$ cat src/rtl/updown_counter_param_if.sv
// Control/data bundle for the parametrised up/down counter.
// The master drives the count controls; the slave (the counter) drives the results.
interface updown_counter_param_if #(
  parameter int WIDTH  = 8,
  parameter int STEP_W = 3
);
  logic              i_en;
  logic              i_mode;
  logic              i_load;
  logic [WIDTH-1:0]  i_din;
  logic [STEP_W-1:0] i_step;
  logic [WIDTH-1:0]  o_dout;
  logic              o_wrap;
  logic              o_tc;

  modport master (
    output i_en, i_mode, i_load, i_din, i_step,
    input  o_dout, o_wrap, o_tc
  );

  modport slave (
    input  i_en, i_mode, i_load, i_din, i_step,
    output o_dout, o_wrap, o_tc
  );
endinterface

$ cat src/rtl/updown_counter_param.sv
// Parametrised up/down modulo counter with variable step, load, terminal count and wrap pulse.
// Define UPDOWN_COUNTER_SAT_EN to clamp at 0/MAX_VAL instead of wrapping (wrap becomes a clip flag).
module updown_counter_param #(
  parameter int WIDTH   = 8,
  parameter int MAX_VAL = (1 << WIDTH) - 1,
  parameter int STEP_W  = 3
) (
  input  logic                  clk,
  input  logic                  rst,
  updown_counter_param_if.slave bus
);

  if (MAX_VAL < 1 || MAX_VAL > (1 << WIDTH) - 1) begin : g_bad_max_val
    $fatal(1, "updown_counter_param: MAX_VAL out of range 1..2**WIDTH-1");
  end
  if ((1 << STEP_W) - 1 > MAX_VAL + 1) begin : g_bad_step_w
    $fatal(1, "updown_counter_param: largest step exceeds the modulus");
  end

  localparam logic [WIDTH-1:0] MAX_DOUT = WIDTH'(MAX_VAL);
  localparam logic [WIDTH:0]   MAX_EXT  = (WIDTH+1)'(MAX_VAL);
`ifndef UPDOWN_COUNTER_SAT_EN
  localparam logic [WIDTH:0]   MOD_EXT  = (WIDTH+1)'(MAX_VAL + 1);
`endif

  logic [WIDTH-1:0] r_dout;
  logic             r_wrap;

  logic [WIDTH:0]   w_dout_ext;
  logic [WIDTH:0]   w_step_ext;
  logic [WIDTH:0]   w_sum;
  logic [WIDTH-1:0] w_next_dout;
  logic             w_next_wrap;

  // One extra bit keeps dout+step exact so the overflow compare is unsigned-safe.
  assign w_dout_ext = {1'b0, r_dout};
  assign w_step_ext = (WIDTH+1)'(bus.i_step);
  assign w_sum      = w_dout_ext + w_step_ext;

  always_comb begin
    w_next_dout = r_dout;
    w_next_wrap = 1'b0;
    if (bus.i_load) begin
      w_next_dout = (bus.i_din > MAX_DOUT) ? MAX_DOUT : bus.i_din;
    end else if (bus.i_en) begin
      if (!bus.i_mode) begin
        if (w_sum > MAX_EXT) begin
`ifdef UPDOWN_COUNTER_SAT_EN
          w_next_dout = MAX_DOUT;
`else
          w_next_dout = WIDTH'(w_sum - MOD_EXT);
`endif
          w_next_wrap = 1'b1;
        end else begin
          w_next_dout = WIDTH'(w_sum);
        end
      end else begin
        if (w_step_ext > w_dout_ext) begin
`ifdef UPDOWN_COUNTER_SAT_EN
          w_next_dout = '0;
`else
          w_next_dout = WIDTH'(w_dout_ext + MOD_EXT - w_step_ext);
`endif
          w_next_wrap = 1'b1;
        end else begin
          w_next_dout = WIDTH'(w_dout_ext - w_step_ext);
        end
      end
    end
  end

  always_ff @(posedge clk or negedge rst) begin
    if (!rst) begin
      r_dout <= '0;
      r_wrap <= 1'b0;
    end else begin
      r_dout <= w_next_dout;
      r_wrap <= w_next_wrap;
    end
  end

  assign bus.o_dout = r_dout;
  assign bus.o_wrap = r_wrap;
  // tc tracks mode combinationally so a direction flip is visible without a clock.
  assign bus.o_tc   = bus.i_mode ? (r_dout == '0) : (r_dout == MAX_DOUT);

endmodule

$ cat src/flat_wrapper.sv
// flat-port wrapper written by rule: the top's interface ports become plain ports
module updown_counter_param_flat 
#(
  parameter int WIDTH   = 8,
  parameter int MAX_VAL = (1 << WIDTH) - 1,
  parameter int STEP_W  = 3
)
  (clk, rst, bus_i_en, bus_i_mode, bus_i_load, bus_i_din, bus_i_step, bus_o_dout, bus_o_wrap, bus_o_tc);
  updown_counter_param_if #(.WIDTH(WIDTH), .STEP_W(STEP_W)) bus_i ();
  input  logic clk;
  input  logic rst;
  input wire logic [$bits(bus_i.i_en)-1:0] bus_i_en;
  input wire logic [$bits(bus_i.i_mode)-1:0] bus_i_mode;
  input wire logic [$bits(bus_i.i_load)-1:0] bus_i_load;
  input wire logic [$bits(bus_i.i_din)-1:0] bus_i_din;
  input wire logic [$bits(bus_i.i_step)-1:0] bus_i_step;
  output wire logic [$bits(bus_i.o_dout)-1:0] bus_o_dout;
  output wire logic [$bits(bus_i.o_wrap)-1:0] bus_o_wrap;
  output wire logic [$bits(bus_i.o_tc)-1:0] bus_o_tc;
  assign bus_i.i_en = bus_i_en;
  assign bus_i.i_mode = bus_i_mode;
  assign bus_i.i_load = bus_i_load;
  assign bus_i.i_din = bus_i_din;
  assign bus_i.i_step = bus_i_step;
  assign bus_o_dout = bus_i.o_dout;
  assign bus_o_wrap = bus_i.o_wrap;
  assign bus_o_tc = bus_i.o_tc;
  updown_counter_param #(.WIDTH(WIDTH), .MAX_VAL(MAX_VAL), .STEP_W(STEP_W)) u_core (.clk(clk), .rst(rst), .bus(bus_i));
endmodule
$ cat config.mk
export PLATFORM = sky130hd
export DESIGN_NAME = updown_counter_param_flat
export DESIGN_NICKNAME = d
export VERILOG_FILES = /design/src/rtl/updown_counter_param_if.sv /design/src/rtl/updown_counter_param.sv /design/src/flat_wrapper.sv
export SDC_FILE = /design/constraint.sdc
export NUM_CORES = 1
export LEC_CHECK = 0
export ABC_AREA = 1
export CAP_MARGIN = 15
export CORE_MARGIN = 1.5
export CORE_UTILIZATION = 47
export DETAILED_ROUTE_END_ITERATION = 8
export PLACE_DENSITY_LB_ADDON = 0.15
export RECOVER_POWER = 25
export SLEW_MARGIN = 20
export SYNTH_ARGS = -nofsm -noshare
export SYNTH_HDL_FRONTEND = slang
export SYNTH_SLANG_ARGS = --single-unit
$ cat constraint.sdc
create_clock -name clk -period 1.9 [get_ports clk]
set_clock_uncertainty 0.15 [all_clocks]
set_input_delay 0.475 -clock clk [delete_from_list [all_inputs] [get_ports clk]]
set_output_delay 0.475 -clock clk [all_outputs]
set_load 0.1 [all_outputs]
==> results of run 1 <==
## per-layer routing
layer | overflow | GRT usage, %
met1 | 0 | 71.26
met2 | 26 | 93.97
met5 | 0 | 0
met3 | 0 | 50.00
met4 | 13 | 80.00
## metrics by stage
stage | hold slack (ns) | cells | utilization, %
floorplan | 0.02941 | 133 | -
global placement | 0.4050 | 199 | 84.54
detailed placement | 0.4408 | 199 | 84.54
CTS | 0.3527 | 211 | 92.91
## timing repair
item / CTS
endpoints found under the setup margin: 9
gates resized for setup: 22
buffers inserted: 8
hold buffers: 0
endpoints found under the hold margin: 0
gates cloned: 0
pin swaps: 10
## logic make-up after synthesis
kind of cell	count (synthesis)
compound gates	21
simple gates	70
fa+ha+maj	8
flops	9
xor+xnor	1
buf+inv	24
==> flow_metrics.env, run 1 <==
export IMPL_synth_area_mux_share_pct=0
export IMPL_cts_max_level=1
export IMPL_total_cell_area_at_the_placement_stage_sq_um=1491
export IMPL_start_util_pct=51.21
export IMPL_final_hpwl_from_detailed_placement_mm=2.430
export IMPL_postSynthNetCount=157
export IMPL_die_height_um=46.84
export IMPL_clockRootBuffer="sky130_fd_sc_hd__clkbuf_4"
export IMPL_grt_start_max_net_pins=10
export IMPL_yosys_area_top_type_share_pct=24.93
export IMPL_routabilityCongestion=0.8885
export IMPL_globalRouteOverflowTotal=39
export IMPL_status="stopped before the end"
export IMPL_synth_area_leaders="sky130_fd_sc_hd__dfrtp_1 25%, sky130_fd_sc_hd__nand2_1 15%, sky130_fd_sc_hd__ha_1 8.3%"
export IMPL_synth_xor_xnor_area_share_pct=0.9695
export IMPL_ys_seq_elements=9
export IMPL_ctsLongestPathBuffers=2
export IMPL_die_x_um=46.84
export IMPL_async_flop_share_pct=100.0
export IMPL_io_pins=26
export IMPL_share_of_the_yosys_chip_area_belonging_to_registers_pct=24.93
export IMPL_tritoncts_num_sinks=9
export IMPL_placement_io_buffers=25
export IMPL_error="[ERROR GRT-0232] Routing congestion too high. Check the congestion heatmap in the GUI."
export IMPL_synth_simple_area_share_pct=34.21
export IMPL_synth_area_per_cell_sq_um=6.792
export IMPL_compound_gate_portion_of_the_synthesized_area_pct=14.96
export IMPL_netlist_cell_type_count=22
export IMPL_ys_flop_type="sky130_fd_sc_hd__dfrtp_1"
export IMPL_synth_top_area_cell="sky130_fd_sc_hd__dfrtp_1"
export IMPL_synth_commonest_cells="35 x sky130_fd_sc_hd__nand2_1, 19 x sky130_fd_sc_hd__inv_1, 15 x sky130_fd_sc_hd__nand3_1"
export IMPL_postSynthCellCount=133
export IMPL_synthesis_yosys_warnings=0
export IMPL_synthesis_area_sq_um=903.4
export IMPL_timing_repair_worst_endpoint_type="top-level output"
export IMPL_placement_setup_worst_slack_ns=-0.6185
export IMPL_synth_top_family_by_area="simple AND/OR/NAND/NOR gates"
export IMPL_stop_stage="global routing"
export IMPL_worstEndpointGrtRepair="bus_o_tc"
export IMPL_synth_edff_count=0
export IMPL_row_count=15
export IMPL_grt_util_all_layers_pct=72.43
export IMPL_cts_buffers_inserted=3
export IMPL_adder_cell_area_share_of_the_yosys_netlist_pct=12.74
export IMPL_post_synth_top_count_cell="sky130_fd_sc_hd__nand2_1"
==> run 2, diff against run 1 <==
- CORE_AREA: unset -> 2 2 63 65
- CORE_MARGIN: 1.5 -> unset
- CORE_UTILIZATION: 47 -> unset
- DIE_AREA: unset -> 0 0 65 67
==> run 2 against run 1 <==
  * The flow now finishes, with violations (negative setup slack)
  * Synthesized cell count stayed put
  * Synthesized area is the same
==> flow_metrics.env, run 2 <==
export IMPL_vias_per_cell=4.487
export IMPL_timing_worst_slew_pin_value_ns=0.4400
export IMPL_ctsLongestPathBuffers=2
export IMPL_max_stage_delay_ns=0.50
export IMPL_share_of_the_yosys_chip_area_belonging_to_registers_pct=24.93
export IMPL_setup_viol_count_final=3
export IMPL_cpLargestDelayFamily="flip-flops"
export IMPL_ys_flop_type="sky130_fd_sc_hd__dfrtp_1"
export IMPL_yosys_area_top_type_share_pct=24.93
export IMPL_io_pins=26
export IMPL_mostFrequentLayoutCells="31 x sky130_fd_sc_hd__nand2_1, 28 x sky130_fd_sc_hd__buf_4, 11 x sky130_fd_sc_hd__inv_1, 11 x sky130_fd_sc_hd__nand3_1"
export IMPL_clock_insertion_delay_worst_skew_ns=0.24
export IMPL_max_cap_viol_count=0
export IMPL_totalWireLength_mm=2.785
export IMPL_drc=0
export IMPL_clock_tree_from_tritoncts="built"
export IMPL_seq_power_share_pct=21.6
export IMPL_die_height_um=67
export IMPL_synth_area_leaders="sky130_fd_sc_hd__dfrtp_1 25%, sky130_fd_sc_hd__nand2_1 15%, sky130_fd_sc_hd__ha_1 8.3%"
export IMPL_largest_register_ff_count=8
export IMPL_vdd_ir_drop_worst_mv=0.3212
export IMPL_async_flop_share_pct=100.0
export IMPL_postSynthNetCount=157
export IMPL_slew_headroom_pct=70.57
export IMPL_tritoncts_num_sinks=9
export IMPL_via_count_of_the_first_global_routing_pass=1108
export IMPL_fmax_mhz=474.9
export IMPL_synth_commonest_cells="35 x sky130_fd_sc_hd__nand2_1, 19 x sky130_fd_sc_hd__inv_1, 15 x sky130_fd_sc_hd__nand3_1"
export IMPL_report_final_hold_viol_count=0
export IMPL_total_cell_area_at_the_placement_stage_sq_um=1573
export IMPL_r2r_cells=9
export IMPL_hold_path_startpoint="u_core.bus.o_dout[6]"
export IMPL_row_count=22
export IMPL_synth_top_area_cell="sky130_fd_sc_hd__dfrtp_1"
export IMPL_synth_edff_count=0
export IMPL_die_area_sq_um=4355
export IMPL_worstSetupStartpointType="flop"
export IMPL_placement_io_buffers=25
export IMPL_timing_critical_path_slowest_stage_cell="sky130_fd_sc_hd__dfrtp_4"
export IMPL_synth_area_per_cell_sq_um=6.792
export IMPL_totalNegativeSetupSlack_ns=-0.2147
export IMPL_grt_util_all_layers_pct=14.20
export IMPL_status="finished with violations"
export IMPL_cts_max_level=1
export IMPL_detailedRoute_firstIterationViolations=33
export IMPL_power_share_combinational_pct=60.2
export IMPL_globalRouteOverflowTotal=0
export IMPL_detail_route_first_pass_iterations=4
export IMPL_syn2layout_area_growth_pct=92.10
export IMPL_grt_start_max_net_pins=10
export IMPL_switching_share_pct=44.59
export IMPL_grt_pass1_wl_mm=4.678
export IMPL_final_hpwl_from_detailed_placement_mm=2.233
export IMPL_start_util_pct=25.05
export IMPL_critical_path_cell_chain="nor4_2 -> nand2_1 -> o41ai_4 -> buf_12"
export IMPL_synthesis_area_sq_um=903.4
export IMPL_grt_setup_unrepaired="true"
export IMPL_setup_ws_ns=-0.2057
export IMPL_timing_hold_worst_class="reg2reg"
export IMPL_period_share_pct=110.8
export IMPL_critical_path_required_ns=1.27
export IMPL_number_of_antenna_violations_at_the_first_check_in_global_routing=0
export IMPL_post_synth_top_count_cell="sky130_fd_sc_hd__nand2_1"
export IMPL_wl_per_cell_um=11.70
export IMPL_timing_critical_path_to_type="primary output"
export IMPL_floorplan_core_area_sq_um=3606
export IMPL_die_x_um=65
export IMPL_ratio_of_cells_with_drive_above_1_in_the_final_layout_pct=46.32
export IMPL_power_share_clock_pct=18.2
export IMPL_clock_transition_at_the_registers_of_the_reported_paths_ns=0.04
export IMPL_synthesis_yosys_warnings=0
export IMPL_leakagePower_nw=0.7919
export IMPL_timing_rr_start="u_core.bus.o_dout[0]"
export IMPL_min_path_cells=2
export IMPL_r2r_end="u_core.bus.o_dout[4]"
export IMPL_slew_violations=0
export IMPL_layout_commonest_cell="sky130_fd_sc_hd__nand2_1"
export IMPL_netlist_cell_type_count=22
export IMPL_timing_setup_critical_path_class="reg2out"
export IMPL_routabilityCongestion=0.8090
export IMPL_postLayoutCoreUtil_pct=48.13
export IMPL_violations="negative setup slack"
export IMPL_worst_r2r_setup_slack_ns=-0.01
export IMPL_final_area_sq_um=1735
export IMPL_vias=1068
export IMPL_antenna_diode_count=0
export IMPL_arrival_worst_endpoint_ns=1.48
export IMPL_power_density_nw_per_um2=723.1
export IMPL_ant_nets=0
export IMPL_cts_buffers_inserted=3
export IMPL_clockRootBuffer="sky130_fd_sc_hd__clkbuf_8"
export IMPL_final_net_count=215
export IMPL_min_to="u_core.bus.o_dout[6]"
export IMPL_switchingPower_uw=559.6
export IMPL_critPathBufInv=1
export IMPL_fillCellCount=361
export IMPL_p_int_uw=695.2
export IMPL_postSynthCellCount=133
export IMPL_worstPathMaxFanout=4
export IMPL_final_min_clock_period_ns=2.106
export IMPL_ys_seq_elements=9
-- run 2: cell counts after synthesis --
Identical to the previous run, type by type.
-- run 2: cell families after synthesis --
group / after synthesis / share of synthesized area, %
buffers and inverters: 24 / 12.19
AOI/OAI and AO/OA: 21 / 14.96
adders and majority gates: 8 / 12.74
and+or+nand+nor: 70 / 34.21
xor gates and xnor gates: 1 / 0.9697
DFF: 9 / 24.93
-- run 2: tightest hold or removal path, cell delays in order (launching register included) --
cell                      delay [ns]
sky130_fd_sc_hd__dfrtp_4        0.42
sky130_fd_sc_hd__nand2_1        0.05
sky130_fd_sc_hd__nand2_1        0.06
-- run 2: how the worst max path moves through the flow --
stage                         startpoint       end  slack, ns  cells past startpoint
finish              u_core.bus.o_dout[3]  bus_o_tc      -0.21                      4
global route        u_core.bus.o_dout[6]  bus_o_tc      -0.28                      5
CTS                 u_core.bus.o_dout[4]  bus_o_tc      -0.22                      5
detailed placement            bus_i_mode  bus_o_tc      -0.57                      6
global placement              bus_i_mode  bus_o_tc      -0.56                      6
floorplan           u_core.bus.o_dout[4]  bus_o_tc      -0.82                      4
-- run 2: repair_timing --
item | CTS | global route
setup buffers | 2 | 3
endpoints found under the setup margin | 9 | 6
hold buffers | 0 | 0
resized for setup | 15 | 14
pin swaps | 5 | 7
-- run 2: power groups by stage --
| stage | clock (mW) | sequential, mW | combinational [mW] |
|---|---|---|---|
| 5_1_grt | 0.245 | 0.276 | 0.812 |
| 2_1_floorplan | 0 | 0.443 | 0.222 |
| 4_1_cts | 0.235 | 0.275 | 0.710 |
| 3_3_place_gp | 0 | 0.272 | 0.681 |
| 6_report | 0.229 | 0.271 | 0.755 |
| 3_5_place_dp | 0 | 0.272 | 0.684 |
-- run 2: layout make-up --
type / instances / area, sq um / area share [%]
clock buffer: 4 / 45.04 / 2.596
inverter: 22 / 87.58 / 5.047
multi-input combinational: 100 / 711.9 / 41.02
sequential: 9 / 255.2 / 14.71
tap: 48 / 60.06 / 3.461
timing repair buffer: 55 / 575.6 / 33.17
-- run 2: metrics by stage --
step           cells  hold slack [ns]  total power, mW  worst slack [ns]
5_1_grt          238           0.4674            1.333           -0.2774
4_1_cts          235           0.4125            1.220           -0.2177
3_5_place_dp     229           0.4025           0.9566           -0.5660
3_3_place_gp     229           0.4087           0.9532           -0.5601
2_1_floorplan    133          0.02941           0.6650           -0.8215
6_report         238           0.4192            1.255           -0.2057
-- run 2: routing by layer --
metal  GRT usage [%]  vias to the layer above  share of wire, %  wire (um)
met5               0                        -                 0          0
met4           7.979                        0               2.3         63
met3          0.6757                        5               2.4         66
met2           23.71                       14                49       1358
met1           18.29                      493                47       1296
li1                -                      556                 -          -
Note: power is estimated with default switching activity, not from simulation.
==> run 3, diff against run 2 <==
- CTS_CLUSTER_DIAMETER: unset -> 30
==> results of run 3 <==
The final DEF is identical to that of run 2; final timing and power are the same.
